==> config.mk <==
export PLATFORM = sky130hd
export DESIGN_NAME = rr_arbiter8
export DESIGN_NICKNAME = d
export VERILOG_FILES = /design/src/rtl/rr_arbiter8.sv
export SDC_FILE = /design/constraint.sdc
export NUM_CORES = 1
export LEC_CHECK = 0
export ABC_CLOCK_PERIOD_IN_PS = 9580
export BUFFER_PORTS_ARGS = -buffer_cell sky130_fd_sc_hd__buf_2
export CAP_MARGIN = 20
export CORE_MARGIN = 1
export CORE_UTILIZATION = 45
export CTS_BUF_LIST = sky130_fd_sc_hd__clkbuf_8 sky130_fd_sc_hd__clkbuf_16
export DETAILED_ROUTE_END_ITERATION = 8
export GPL_ROUTABILITY_DRIVEN = 0
export PLACE_DENSITY = 0.65
export REMOVE_ABC_BUFFERS = 1
export SYNTH_ARGS = -nofsm -noshare
export SYNTH_HDL_FRONTEND = slang
export SYNTH_SLANG_ARGS = --single-unit
==> constraint.sdc <==
create_clock -name clk -period 9.58 [get_ports clk]
set_input_delay 1.437 -clock clk [delete_from_list [all_inputs] [get_ports clk]]
set_output_delay 1.437 -clock clk [all_outputs]
set_load 0.05 [all_outputs]
==> src/rtl/rr_arbiter8.sv <==
// rr_arbiter8: round-robin arbiter for 8 requesters that share one 8:1 mux.
// Optional owner lock that overrides the hold limit: define RR_ARBITER8_LOCK_EN.
//
// state  | meaning
// S_IDLE | no owner; grant=0, out_valid=0; the next owner is picked from req
// S_GRANT| switch owns the mux; out_valid=1 until the owner drops req or the hold limit is hit
module rr_arbiter8 #(
  parameter int N        = 1,
  parameter int MAX_HOLD = 16
) (
  input  logic         clk,
  input  logic         rst,
  input  logic [7:0]   req,
  input  logic [N-1:0] in0,
  input  logic [N-1:0] in1,
  input  logic [N-1:0] in2,
  input  logic [N-1:0] in3,
  input  logic [N-1:0] in4,
  input  logic [N-1:0] in5,
  input  logic [N-1:0] in6,
  input  logic [N-1:0] in7,
`ifdef RR_ARBITER8_LOCK_EN
  input  logic         lock,
`endif
  output logic [7:0]   grant,
  output logic [2:0]   switch,
  output logic [N-1:0] out_data,
  output logic         out_valid
);

  // The counter only has to reach MAX_HOLD-1, so clog2(MAX_HOLD) bits are enough.
  localparam int HW = (MAX_HOLD > 1) ? $clog2(MAX_HOLD) : 1;
  localparam logic [HW-1:0] HOLD_LAST = HW'(MAX_HOLD - 1);

  typedef enum logic {S_IDLE, S_GRANT} state_t;

  state_t        r_state;
  logic [7:0]    r_grant;
  logic [2:0]    r_switch;
  logic          r_valid;
  logic [HW-1:0] r_hold_cnt;
  logic [2:0]    r_last;

  logic [2:0]    w_cand;
  logic [2:0]    w_pick_idx;
  logic          w_pick_found;
  logic          w_owner_req;
  logic          w_at_limit;
  logic          w_lock_hold;
  logic          w_release;

  // Search last+1, last+2, ... (mod 8) for the first active request.
  always_comb begin
    w_cand       = 3'd0;
    w_pick_idx   = 3'd0;
    w_pick_found = 1'b0;
    for (int k = 1; k <= 8; k++) begin
      w_cand = r_last + 3'(k);
      if (!w_pick_found && req[w_cand]) begin
        w_pick_found = 1'b1;
        w_pick_idx   = w_cand;
      end
    end
  end

  assign w_owner_req = req[r_switch];
  assign w_at_limit  = (r_hold_cnt == HOLD_LAST);

`ifdef RR_ARBITER8_LOCK_EN
  assign w_lock_hold = lock & w_owner_req;
`else
  assign w_lock_hold = 1'b0;
`endif

  assign w_release = !w_owner_req || (w_at_limit && !w_lock_hold);

  // Arbitration FSM with registered grant/switch/valid outputs.
  always_ff @(posedge clk or posedge rst) begin
    if (rst) begin
      r_state    <= S_IDLE;
      r_grant    <= 8'h00;
      r_switch   <= 3'd0;
      r_valid    <= 1'b0;
      r_hold_cnt <= '0;
      r_last     <= 3'd7;
    end else begin
      case (r_state)
        S_IDLE: begin
          if (w_pick_found) begin
            r_state    <= S_GRANT;
            r_grant    <= 8'h01 << w_pick_idx;
            r_switch   <= w_pick_idx;
            r_last     <= w_pick_idx;
            r_hold_cnt <= '0;
            r_valid    <= 1'b1;
          end
        end
        S_GRANT: begin
          if (w_release) begin
            // switch is left alone so out_data stays stable through the gap cycle
            r_state <= S_IDLE;
            r_grant <= 8'h00;
            r_valid <= 1'b0;
          end else if (!w_at_limit) begin
            r_hold_cnt <= r_hold_cnt + 1'b1;
          end
        end
        default: begin
          r_state <= S_IDLE;
          r_grant <= 8'h00;
          r_valid <= 1'b0;
        end
      endcase
    end
  end

  // Shared 8:1 datapath mux steered by the registered owner index.
  always_comb begin
    case (r_switch)
      3'd0:    out_data = in0;
      3'd1:    out_data = in1;
      3'd2:    out_data = in2;
      3'd3:    out_data = in3;
      3'd4:    out_data = in4;
      3'd5:    out_data = in5;
      3'd6:    out_data = in6;
      default: out_data = in7;
    endcase
  end

  assign grant     = r_grant;
  assign switch    = r_switch;
  assign out_valid = r_valid;

endmodule

==> impl_metrics.toml <==
[cts]
root_buffer = "clkbuf_8"
post_cts_buffers = 0
ctsResizeCount = 0
cts_tree = "done"
clk_path_buf_depth = 2
clkTransAtPathRegs_ps = 70
clock_latency_ps = 250
hold_buffers = 0
cts_sinks = 20
numCtsBuffers = 3
htreeDepth = 1

[global_route]
grt_remaining_overflow = 0
grt-busiest-layer = "met2"
use_met3_pct = 2.89
grt_pass1_wl_mm = 8.41
grt_util_met2_pct = 32.3
grtUsageMet1_pct = 31.9
first_global_vias = 1699
antenna_found_initial = 0
groute.usage.overall_pct = 21.0
grt_max_degree = 23

[route]
drt_iter0_markers = 172
avgViaCountPerCell = 6.29
num_vias = 1774
totalWireLength_mm = 4.80
drcViolationCount = 0
first_pass_iters = 4
drtAntennaViolNets = 0
avgRoutedWirePerCell_um = 17.0

[synth]
synthFlopType = "dfrtp_1"
synthCells = 208
synth_compound_area_share_pct = 23.2
synth_top_cell_area_share_pct = 20.5
synthXorXnorAreaFrac_pct = 2.47
yosysTopAreaCell = "dfrtp_1"
yosys_warnings = 0
syn_avg_cell_area_um2 = 9.99
synth-simple-area-share_pct = 13.9
synthArstFlopShare_pct = 100
synthAdderAreaFrac_pct = 1.81
netlist-cell-type-count = 59
synth-edff-count = 0
netlist_area_um2 = 2080
yosysSeqAreaShare_pct = 24.3
synth.area.mux_share_pct = 28.8
ys_seq_elements = 20
synth_area_leaders = "dfrtp_1 (20%), mux4_2 (17%), mux2i_1 (4.8%)"
synth_top_family_by_area = "multiplexers"

[floorplanning]
fp.dieH_um = 70.0
pin_count = 31
core_um2 = 4380
die_width_um = 70.0
die_area_um2 = 4890
num_rows = 24
start_util_pct = 47.4

[run]
cap_violations = 0

[sta]
drv_slew = 0
relSlewSlack_pct = 47.5
tightest_slew_ps = 787
fin_skew_ps = 4.85
timing.fmax_mhz = 235
finalSetupViolCount = 0
timing.setup.tns_ps = 0
rsz0062_at_grt = "false"
hold_viol = 0
period_needed_ps = 4260
finalCritPeriodShare_pct = 44.5

[worst_hold_path]
hp-class = "flip-flop to flip-flop"

[setup_path]
cp_top_family = "compound AO/OA/AOI/OAI gates"
critPathKind = "flip-flop to flip-flop"
worstPathRequired_ps = 9770
critPathCaptureType = "flip-flop"
cp_slowest_stage_delay_ps = 900
path_cells = "clkinv_1 > ha_1 > mux4_2 > mux2i_4 > inv_1 > o22ai_2 > and2_1 > a41o_1 > o21a_2 > a22o_1"
crit_fanout = 20
worstPathArrival_ps = 4450
cp_slowest_cell = "ha_1"
critPathBufInv = 2
start_kind = "flip-flop"

[final_layout]
drive_gt1_share_pct = 33.0
n_antenna_cell = 0
nets = 252
stdcell_count = 282
area_growth_pct = 10.1

[placement]
dp_hpwl_mm = 3.50
dp_cells = 278
port_buffers = 30

[outcome]
status = "completed"
==> synth_stat cells, types with 2 or more instances <==
cell       instances
a2bb2oi_1          2
clkbuf_1           3
o21ai_0            5
mux2i_1           10
a22o_1             7
dfrtp_1           17
a21o_1             4
o2bb2ai_1          6
nand3_1            4
nor2_1            13
buf_4              6
a21oi_1            4
o22ai_1            2
nand2b_1           4
nor3_1             2
nand2_1           24
nand4_1            2
inv_1              8
mux2i_4            2
mux4_2            16
buf_2              2
a21boi_2           2
dfstp_2            3
mux2_2             7
o21ai_1            6
nor2_2             2
o22ai_2            2
ha_1               3
a31oi_1            5
a22oi_1            2
xnor2_1            3
nor2b_1            3
==> sequential cells by signal (all words and copies together), names as in the netlist <==
name and cells:
grant 8, r_state 1, switch 3, r_hold_cnt 4
r_last 3, out_valid 1
==> area by class of cell <==
class                           count  area (µm²)
Tap cell                           52        65.1
Clock inverter                      1        30.0
Multi-Input combinational cell    166        1460
Sequential cell                    20         504
Timing Repair Buffer               30         150
Clock buffer                        3        41.3
Fill cell                         393        2100
Inverter                           10        37.5
==> worst paths after layout <==
| kind | start | end | slack [ps] | cells past startpoint |
|---|---|---|---|---|
| max in group asynchronous | rst | grant[6] | 7810 | 2 |
| min | grant[5] | grant[5] | 490 | 1 |
| max | r_last[1] | grant[3] | 5320 | 10 |
| max reg2reg | r_last[1] | grant[3] | 5320 | 10 |
| min reg2reg | grant[5] | grant[5] | 490 | 1 |
| min in group asynchronous | rst | out_valid | 1300 | 2 |
==> metal layers <==
| layer | share of wire [%] | vias up |
|---|---|---|
| met5 | 0 | - |
| met2 | 47 | 65 |
| met3 | 5.0 | 2 |
| li1 | - | 846 |
| met1 | 47 | 861 |
| met4 | 0.23 | 0 |
==> worst register-to-register path: stages (launching register included) <==
cell and delay, ps:
dfstp_2 700, clkinv_1 320, ha_1 900, mux4_2 630, mux2i_4 190, inv_1 70, o22ai_2 230, and2_1 190
a41o_1 490, o21a_2 310, a22o_1 170
==> layout by cell type (no fill, tap or decap), types with 2 or more instances in the layout <==
cell type  count
o21ai_0        5
nand2_1       24
clkbuf_8       3
mux4_2        16
a2bb2oi_1      2
o2bb2ai_1      6
a21o_1         4
a22o_1         7
a21boi_2       2
dfrtp_1       17
ha_1           3
nor2_2         2
xnor2_1        3
nand3_1        4
a22oi_1        2
inv_1          8
dfstp_2        3
o21ai_1        6
buf_2         30
mux2_2         7
nand2b_1       4
nor3_1         2
nor2b_1        3
o22ai_2        2
nand4_1        2
mux2i_1       10
mux2i_4        2
nor2_1        13
a21oi_1        4
o22ai_1        2
a31oi_1        5
==> cells by family after synthesis <==
kind of cell,count (synthesis)
AOI/OAI and AO/OA,62
muxes,36
adders and majority gates,3
buffers and inverters,22
and+or+nand+nor,60
xor gates and xnor gates,5
DFF,20
==> per-stage QoR <==
stage	hold WS (ps)	util (%)	instance area [µm²]	setup slack, ps
after floorplan	476	-	2000	5390
final	491	52.2	2290	5320
after CTS	493	52.2	2290	5320
after detailed placement	475	50.5	2220	5360
after global routing	504	52.2	2290	4910
after global placement	471	50.5	2220	5430
Power is not shown: default switching activity piles up to over one toggle a cycle in this logic, so the estimate is an artifact.
